==> src/rtl/xbar_mon_pkg.sv <==
// Shared definitions for the crossbar transaction monitor: trace-entry layout
// (fields packed LSB-first as chip_addr, chip_sel, source, opcode, ts).
package xbar_mon_pkg;

  localparam int OPC_W = 3;

  localparam int DEF_SRC_W  = 4;
  localparam int DEF_CHIP_W = 6;
  localparam int DEF_ADDR_W = 64;
  localparam int DEF_TS_W   = 16;

  typedef enum logic [2:0] {
    FLD_CHIP_ADDR = 3'd0,
    FLD_CHIP_SEL  = 3'd1,
    FLD_SOURCE    = 3'd2,
    FLD_OPCODE    = 3'd3,
    FLD_TS        = 3'd4
  } trc_field_e;

  // Entry layout at the default widths; wider/narrower builds use the helpers.
  typedef struct packed {
    logic [DEF_TS_W-1:0]   ts;
    logic [OPC_W-1:0]      opcode;
    logic [DEF_SRC_W-1:0]  source;
    logic [DEF_CHIP_W-1:0] chip_sel;
    logic [DEF_ADDR_W-1:0] chip_addr;
  } trc_entry_t;

  function automatic int trc_entry_w(input int src_w, input int chip_w,
                                     input int addr_w, input int ts_w);
    return ts_w + OPC_W + src_w + chip_w + addr_w;
  endfunction

  function automatic int trc_field_lsb(input trc_field_e fld, input int src_w,
                                       input int chip_w, input int addr_w);
    int lsb;
    case (fld)
      FLD_CHIP_ADDR: lsb = 0;
      FLD_CHIP_SEL:  lsb = addr_w;
      FLD_SOURCE:    lsb = addr_w + chip_w;
      FLD_OPCODE:    lsb = addr_w + chip_w + src_w;
      default:       lsb = addr_w + chip_w + src_w + OPC_W;
    endcase
    return lsb;
  endfunction

endpackage

==> src/rtl/xbar_mon_trace_fifo.sv <==
// Show-ahead FIFO: head is read straight from storage, pushes on a full FIFO
// without a pop are dropped and flagged in a sticky overflow bit.
module xbar_mon_trace_fifo #(
  parameter  int WIDTH = 8,
  parameter  int DEPTH = 16,
  localparam int PTR_W = $clog2(DEPTH),
  localparam int CNT_W = PTR_W + 1
) (
  input  logic             clk,
  input  logic             rst_n,
  input  logic             clr,
  input  logic             push,
  input  logic [WIDTH-1:0] push_data,
  input  logic             pop,
  output logic [WIDTH-1:0] pop_data,
  output logic             full,
  output logic             empty,
  output logic [CNT_W-1:0] count,
  output logic             overflow
);

  logic [PTR_W-1:0] wr_ptr_q, wr_ptr_d;
  logic [PTR_W-1:0] rd_ptr_q, rd_ptr_d;
  logic [CNT_W-1:0] count_q, count_d;
  logic             overflow_q, overflow_d;
  logic [WIDTH-1:0] mem_q [DEPTH];
  logic             do_push, do_pop;

  assign full     = (count_q == CNT_W'(DEPTH));
  assign empty    = (count_q == '0);
  assign count    = count_q;
  assign overflow = overflow_q;
  assign pop_data = mem_q[rd_ptr_q];

  // A pop frees the slot this cycle, so a full FIFO still accepts push+pop.
  assign do_pop  = pop & ~empty & ~clr;
  assign do_push = push & (~full | do_pop) & ~clr;

  always_comb begin
    wr_ptr_d   = wr_ptr_q;
    rd_ptr_d   = rd_ptr_q;
    count_d    = count_q;
    overflow_d = overflow_q;
    if (clr) begin
      wr_ptr_d   = '0;
      rd_ptr_d   = '0;
      count_d    = '0;
      overflow_d = 1'b0;
    end else begin
      wr_ptr_d   = wr_ptr_q + PTR_W'(do_push);
      rd_ptr_d   = rd_ptr_q + PTR_W'(do_pop);
      count_d    = count_q + CNT_W'(do_push) - CNT_W'(do_pop);
      overflow_d = overflow_q | (push & full & ~do_pop);
    end
  end

  always_ff @(posedge clk or negedge rst_n) begin
    if (!rst_n) begin
      wr_ptr_q   <= '0;
      rd_ptr_q   <= '0;
      count_q    <= '0;
      overflow_q <= 1'b0;
    end else begin
      wr_ptr_q   <= wr_ptr_d;
      rd_ptr_q   <= rd_ptr_d;
      count_q    <= count_d;
      overflow_q <= overflow_d;
    end
  end

  for (genvar gi = 0; gi < DEPTH; gi++) begin : g_mem
    logic [WIDTH-1:0] mem_d;

    always_comb begin
      mem_d = mem_q[gi];
      if (do_push && (wr_ptr_q == PTR_W'(gi))) mem_d = push_data;
    end

    always_ff @(posedge clk or negedge rst_n) begin
      if (!rst_n) mem_q[gi] <= '0;
      else        mem_q[gi] <= mem_d;
    end
  end

endmodule

==> src/rtl/xbar_txn_monitor.sv <==
// Passive TileLink A/D monitor: traces A fires, counts fires, tracks per-source
// outstanding requests and flags dup/orphan/timeout protocol errors.
module xbar_txn_monitor
  import xbar_mon_pkg::*;
#(
  parameter  int SRC_W       = 4,
  parameter  int CHIP_W      = 6,
  parameter  int ADDR_W      = 64,
  parameter  int TRACE_DEPTH = 16,
  parameter  int TS_W        = 16,
  parameter  int TIMEOUT     = 1024,
  parameter  int CNT_W       = 32,
  localparam int ENTRY_W     = trc_entry_w(SRC_W, CHIP_W, ADDR_W, TS_W),
  localparam int TCNT_W      = $clog2(TRACE_DEPTH) + 1,
  localparam int NSRC        = 2 ** SRC_W
) (
  input  logic               clk,
  input  logic               rst_n,
  input  logic [2:0]         a_opcode,
  input  logic [SRC_W-1:0]   a_source,
  input  logic [ADDR_W-1:0]  a_address,
  input  logic               a_valid,
  input  logic               a_ready,
  input  logic [CHIP_W-1:0]  chip_sel,
  input  logic [ADDR_W-1:0]  chip_addr,
  input  logic [SRC_W-1:0]   d_source,
  input  logic               d_valid,
  input  logic               d_ready,
  input  logic               clr,
  input  logic               trc_rd_en,
  output logic [ENTRY_W-1:0] trc_rd_data,
  output logic               trc_empty,
  output logic [TCNT_W-1:0]  trc_count,
  output logic               trc_overflow,
  output logic [CNT_W-1:0]   a_cnt,
  output logic [CNT_W-1:0]   d_cnt,
  output logic [NSRC-1:0]    outstanding,
  output logic               err_dup,
  output logic               err_orphan,
  output logic               err_timeout,
  output logic [SRC_W-1:0]   err_src
);

  localparam int AGE_W  = $clog2(TIMEOUT) + 1;
  localparam int CA_LSB = trc_field_lsb(FLD_CHIP_ADDR, SRC_W, CHIP_W, ADDR_W);
  localparam int CS_LSB = trc_field_lsb(FLD_CHIP_SEL, SRC_W, CHIP_W, ADDR_W);
  localparam int SR_LSB = trc_field_lsb(FLD_SOURCE, SRC_W, CHIP_W, ADDR_W);
  localparam int OP_LSB = trc_field_lsb(FLD_OPCODE, SRC_W, CHIP_W, ADDR_W);
  localparam int TS_LSB = trc_field_lsb(FLD_TS, SRC_W, CHIP_W, ADDR_W);

  logic [TS_W-1:0]    ts_q, ts_d;
  logic [CNT_W-1:0]   a_cnt_q, a_cnt_d, d_cnt_q, d_cnt_d;
  logic               err_dup_q, err_dup_d, err_orphan_q, err_orphan_d;
  logic               err_timeout_q, err_timeout_d;
  logic [SRC_W-1:0]   err_src_q, err_src_d;
  logic [NSRC-1:0]    busy_bits, tmo_evt;
  logic [ENTRY_W-1:0] trc_entry;
  logic               a_obs, d_obs, same_src, dup_evt, orphan_evt;
  logic [SRC_W-1:0]   tmo_src;
  logic               unused_addr;

  // Fires coinciding with clr are discarded everywhere, not just in the trace.
  assign a_obs       = a_valid & a_ready & ~clr;
  assign d_obs       = d_valid & d_ready & ~clr;
  assign same_src    = (a_source == d_source);
  assign dup_evt     = a_obs & busy_bits[a_source] & ~(d_obs & same_src);
  assign orphan_evt  = d_obs & ~busy_bits[d_source] & ~(a_obs & same_src);
  assign unused_addr = ^a_address;

  always_comb begin
    trc_entry = '0;
    trc_entry[CA_LSB +: ADDR_W] = chip_addr;
    trc_entry[CS_LSB +: CHIP_W] = chip_sel;
    trc_entry[SR_LSB +: SRC_W]  = a_source;
    trc_entry[OP_LSB +: OPC_W]  = a_opcode;
    trc_entry[TS_LSB +: TS_W]   = ts_q;
  end

  xbar_mon_trace_fifo #(
    .WIDTH (ENTRY_W),
    .DEPTH (TRACE_DEPTH)
  ) u_trace (
    .clk       (clk),
    .rst_n     (rst_n),
    .clr       (clr),
    .push      (a_obs),
    .push_data (trc_entry),
    .pop       (trc_rd_en),
    .pop_data  (trc_rd_data),
    .full      (),
    .empty     (trc_empty),
    .count     (trc_count),
    .overflow  (trc_overflow)
  );

  for (genvar gi = 0; gi < NSRC; gi++) begin : g_src
    logic             a_hit, d_hit, busy_q, busy_d;
    logic [AGE_W-1:0] age_q, age_d;

    assign a_hit = a_obs & (a_source == SRC_W'(gi));
    assign d_hit = d_obs & (d_source == SRC_W'(gi));

    // A new request restarts the age even if the previous one retires now.
    always_comb begin
      busy_d = busy_q;
      age_d  = '0;
      if (a_hit) begin
        busy_d = 1'b1;
      end else if (d_hit) begin
        busy_d = 1'b0;
      end else if (busy_q) begin
        age_d = (age_q == AGE_W'(TIMEOUT)) ? age_q : age_q + AGE_W'(1);
      end
    end

    assign tmo_evt[gi]   = busy_q & ~a_hit & ~d_hit & (age_q == AGE_W'(TIMEOUT - 1));
    assign busy_bits[gi] = busy_q;

    always_ff @(posedge clk or negedge rst_n) begin
      if (!rst_n) begin
        busy_q <= 1'b0;
        age_q  <= '0;
      end else begin
        busy_q <= busy_d;
        age_q  <= age_d;
      end
    end
  end

  always_comb begin
    tmo_src = '0;
    for (int i = NSRC - 1; i >= 0; i--) begin
      if (tmo_evt[i]) tmo_src = SRC_W'(i);
    end
  end

  always_comb begin
    ts_d          = ts_q + TS_W'(1);
    a_cnt_d       = a_cnt_q + CNT_W'(a_obs);
    d_cnt_d       = d_cnt_q + CNT_W'(d_obs);
    err_dup_d     = err_dup_q | dup_evt;
    err_orphan_d  = err_orphan_q | orphan_evt;
    err_timeout_d = err_timeout_q | (|tmo_evt);
    err_src_d     = err_src_q;
    if (!(err_dup_q || err_orphan_q || err_timeout_q)) begin
      if (dup_evt)         err_src_d = a_source;
      else if (orphan_evt) err_src_d = d_source;
      else if (|tmo_evt)   err_src_d = tmo_src;
    end
    if (clr) begin
      a_cnt_d       = '0;
      d_cnt_d       = '0;
      err_dup_d     = 1'b0;
      err_orphan_d  = 1'b0;
      err_timeout_d = 1'b0;
      err_src_d     = '0;
    end
  end

  always_ff @(posedge clk or negedge rst_n) begin
    if (!rst_n) begin
      ts_q          <= '0;
      a_cnt_q       <= '0;
      d_cnt_q       <= '0;
      err_dup_q     <= 1'b0;
      err_orphan_q  <= 1'b0;
      err_timeout_q <= 1'b0;
      err_src_q     <= '0;
    end else begin
      ts_q          <= ts_d;
      a_cnt_q       <= a_cnt_d;
      d_cnt_q       <= d_cnt_d;
      err_dup_q     <= err_dup_d;
      err_orphan_q  <= err_orphan_d;
      err_timeout_q <= err_timeout_d;
      err_src_q     <= err_src_d;
    end
  end

  assign a_cnt       = a_cnt_q;
  assign d_cnt       = d_cnt_q;
  assign outstanding = busy_bits;
  assign err_dup     = err_dup_q;
  assign err_orphan  = err_orphan_q;
  assign err_timeout = err_timeout_q;
  assign err_src     = err_src_q;

`ifndef SYNTHESIS
`ifdef CHECK_ENV
  always @(posedge clk) begin
    if (rst_n) begin
      if (a_obs)
        $display("%0t xbar_mon A fire addr=%h chip_sel=%0d chip_addr=%h",
                 $time, a_address, chip_sel, chip_addr);
      if (err_dup_d && !err_dup_q)
        $display("%0t xbar_mon err_dup src=%0d", $time, a_source);
      if (err_orphan_d && !err_orphan_q)
        $display("%0t xbar_mon err_orphan src=%0d", $time, d_source);
      if (err_timeout_d && !err_timeout_q)
        $display("%0t xbar_mon err_timeout src=%0d", $time, tmo_src);
    end
  end
`endif
`endif

endmodule

==> config.mk <==
export PLATFORM = sky130hd
export DESIGN_NAME = xbar_txn_monitor
export DESIGN_NICKNAME = d
export VERILOG_FILES = /design/src/rtl/xbar_mon_pkg.sv /design/src/rtl/xbar_mon_trace_fifo.sv /design/src/rtl/xbar_txn_monitor.sv
export SDC_FILE = /design/constraint.sdc
export NUM_CORES = 2
export LEC_CHECK = 0
export CAP_MARGIN = 20
export CORE_MARGIN = 2
export CORE_UTILIZATION = 53
export CTS_CLUSTER_SIZE = 10
export DETAILED_ROUTE_END_ITERATION = 12
export PLACE_DENSITY_LB_ADDON = 0.15
export SETUP_SLACK_MARGIN = 0.5
export SLEW_MARGIN = 20
export SYNTH_ARGS = -nofsm -noshare
export SYNTH_HDL_FRONTEND = slang
export SYNTH_SLANG_ARGS = --single-unit
==> constraint.sdc <==
create_clock -name clk -period 7.88 [get_ports clk]
set_input_delay 1.97 -clock clk [delete_from_list [all_inputs] [get_ports clk]]
set_output_delay 1.97 -clock clk [all_outputs]
set_load 0.01 [all_outputs]
==> metrics.csv <==
stage,metric,value,unit
routing,vias_per_cell,6.07,
status,status,completed,
worst_hold_path,min_path_type,flip-flop to flip-flop,
floorplan,rows,144,
synthesis,ys_seq_elements,1781,
routing,antenna_left,0,
clocking,post_cts_buffers,0,
floorplan,core,154000,um^2
synthesis,synth_nets,5699,
layout,nets,5823,
routing,drc,0,
routing,avgRoutedWirePerCell,24.8,um
routing,vias,46900,
floorplan,dieWidth,397,um
sta,setup_slack,1.78,ns
clocking,insertion_delay,0.82,ns
sta,finalCritPeriodShare,77.4,%
layout,utilization,59.9,%
sta,setup_viol,0,
clocking,cts_root_buf,clkbuf_16,
global_route,antenna_found_initial,14,
clocking,clock-sinks,1781,
sta,slew_viol_final,0,
routing,drtPass1Iterations,7,
global_route,grt_pass1_vias,49400,
run,maxCapViolations,0,
place,hpwlAfterDp,107,mm
worst_setup_path,path_class,flip-flop to output port,
clocking,htreeDepth,4,
layout,regArea,44600,um^2
synthesis,yosysWarnings,0,
synthesis,seq_area_frac_synth,54.6,%
layout,stdcell_area,91900,um^2
sta,grt_setup_unrepaired,false,
place,numPortBuffers,275,
floorplan,io_pins,340,
routing,initialDrtViolationCount,3004,
clocking,clk_pin_slew,0.05,ns
worst_setup_path,end_kind,output port,
layout,area_growth,12.6,%
place,dp.cells,7463,
clocking,hold_buffers,0,
sta,slew_headroom,25.2,%
synthesis,synth_cell_types,78,
power_and_ir_drop,powerDensity,227,nW/um^2
sta,worst_slew_pin_slew,1.12,ns
clocking,cts_made_buffers,201,
synthesis,synth_cells,5498,
floorplan,fp.dieH,397,um
synthesis,synth_edf_count,0,
worst_setup_path,cp-start-kind,flip-flop,
sta,tns,0,ns
global_route,grt_pass1_wl,301,mm
worst_setup_path,worst-path-max-fanout,68,
place,placed_cell_area,86300,um^2
power_and_ir_drop,p_leak,42.3,nW
routing,finalWirelength,191,mm
place,gp_congestion,0.812,
clocking,cts_tree,done,
floorplan,design.die.area,157000,um^2
layout,nFillCells,11800,
global_route,grt_overflow,0,
clocking,cts_max_path_buffers,3,
sta,fin_skew,0.0314,ns
synthesis,netlist_area,81700,um^2
clocking,cts_resized,0,
global_route,track_usage,24.9,%
layout,final_layout_size_suffix_gt1_share,40.6,%
sta,timing.final.hold_violations,0,
synthesis,synthArstFlopShare,100,%
sta,period_minus_slack,6.10,ns
layout,multiInputGateArea,35200,um^2
worst_setup_path,crit_required,5.91,ns
power_and_ir_drop,peakVddDrop,181,uV
floorplan,start_util,53.2,%
synthesis,synth_area_per_cell,14.9,um^2
synthesis,synth_ff_type,dfrtp_1,
layout,fin_cells,7726,
place,place_ws,1.85,ns
sta,max_freq,0.164,GHz
global_route,grt_max_degree,177,
worst_setup_path,cp.arrival,4.13,ns
[final timing paths]
check / from / endpoint / slack [ns] / depth (start not counted)
worst max-delay path: u_trace.rd_ptr_q[0]$_DFF_PN0_ / trc_rd_data[5] / 1.78 / 4
worst min-delay path: u_trace.mem_q[542]$_DFFE_PN0P_ / u_trace.mem_q[542]$_DFFE_PN0P_ / 0.47 / 2
worst max register to register: u_trace.count[2]$_DFF_PN0_ / u_trace.mem_q[436]$_DFFE_PN0P_ / 4.10 / 9
worst min register to register: u_trace.mem_q[542]$_DFFE_PN0P_ / u_trace.mem_q[542]$_DFFE_PN0P_ / 0.47 / 2
max in group asynchronous: rst_n / u_trace.mem_q[76]$_DFFE_PN0P_ / 5.15 / 2
min in group asynchronous: rst_n / u_trace.mem_q[961]$_DFFE_PN0P_ / 1.16 / 1
[through the flow]
step           hold WS (ns)  power (W)
2_1_floorplan         0.445     0.0115
3_3_place_gp          0.456     0.0127
3_5_place_dp          0.467     0.0127
4_1_cts               0.480     0.0212
5_1_grt               0.503     0.0218
6_report              0.474     0.0209
[cell usage after synthesis (all sizes together), types with 5 or more instances]
master | n | share of area (%)
dfrtp | 1781 | 55
mux2 | 1483 | 20
mux4 | 473 | 13
nor2 | 318 | 1.5
clkbuf | 231 | 1.1
buf | 197 | 1.1
nand2 | 159 | 0.73
nand3 | 145 | 0.90
xor2 | 125 | 1.3
xnor2 | 82 | 0.88
inv | 54 | 0.25
nand4 | 50 | 0.40
ha | 47 | 0.72
o21ai | 40 | 0.25
a21oi | 38 | 0.23
and3 | 31 | 0.24
nor4 | 27 | 0.21
nor2b | 24 | 0.19
or3 | 21 | 0.17
nor3 | 19 | 0.12
nor4b | 19 | 0.20
and4 | 17 | 0.19
nand4b | 17 | 0.18
nor3b | 12 | 0.12
nand2b | 8 | 0.061
o21a | 8 | 0.074
and2 | 7 | 0.057
nand3b | 7 | 0.064
or2 | 5 | 0.038
[sequential cells by signal (all words and copies together) (netlist names), 4 cells and up]
register          count
u_trace.wr_ptr_q      4
u_trace.mem_q      1488
g_src.age_q         176
ts_q                 16
g_src.busy_q         16
u_trace.count         5
d_cnt                32
err_src               4
a_cnt                32
u_trace.rd_ptr_q      4
[routing by layer]
metal	global-route usage [%]	up-vias	part of all wire (%)
met3	5.02	320	5.1
met4	7.21	20	2.5
met5	0	-	0.060
met1	35.2	25200	44
li1	-	20300	-
met2	39.3	946	48
[where the power goes]
group / switching, W / leakage, nW / internal, W / total (W)
combinational: 0.00136 / 15.0 / 0.00141 / 0.00277
sequential: 0.000264 / 24.6 / 0.00950 / 0.00976
clock: 0.00361 / 2.74 / 0.00474 / 0.00835
total: 0.00523 / 42.3 / 0.0157 / 0.0209
[area by class of cell]
class,count,share of cell area (%)
antenna,4,0.0109
sequential,1781,48.5
clock inverter,16,0.381
timing repair buffer,349,4.04
multi-input combinational,3235,38.3
tap,2044,2.78
clock buffer,243,5.75
inverter,54,0.220
[placed cells by master, fill, tap and decap left out, types with 4 or more instances in the layout]
| cell | count |
|---|---|
| dfrtp_4 | 4 |
| clkbuf_8 | 6 |
| and4_1 | 16 |
| or3_1 | 20 |
| nor3_1 | 16 |
| dfrtp_1 | 1777 |
| clkbuf_1 | 34 |
| inv_16 | 6 |
| o21ai_0 | 40 |
| nand2_4 | 9 |
| a21oi_1 | 38 |
| and2_1 | 6 |
| nor4_1 | 27 |
| nand3b_1 | 7 |
| nor2_1 | 316 |
| nor4b_1 | 19 |
| mux4_2 | 470 |
| nand3_1 | 142 |
| clkdlybuf4s50_1 | 273 |
| buf_4 | 43 |
| clkbuf_16 | 203 |
| or2_2 | 4 |
| nand2_1 | 150 |
| mux2_2 | 1483 |
| xor2_1 | 125 |
| and3_1 | 30 |
| buf_12 | 31 |
| inv_1 | 54 |
| nand4_1 | 49 |
| clkinv_16 | 4 |
| nor3b_1 | 11 |
| xnor2_1 | 82 |
| ha_1 | 47 |
| nand4b_1 | 17 |
| o21a_1 | 8 |
| diode_2 | 4 |
| nand2b_1 | 8 |
| nor2b_1 | 21 |
[kinds of logic after synthesis]
logic type	share of synthesized area, %
AO/OA/AOI/OAI	0.976
AND/OR/NAND/NOR	5.53
XOR/XNOR	2.22
adder cells (fa/ha/maj)	0.745
buffers and inverters	2.46
flip-flops	54.6
multiplexers	33.5
[worst max-delay path, stage by stage (launching register included)]
cell and delay, ns:
dfrtp_4 1.00, buf_12 0.57, mux4_2 0.58, mux4_2 0.47, clkdlybuf4s50_1 0.65
No activity file was read; power rests on OpenSTA's default activity.
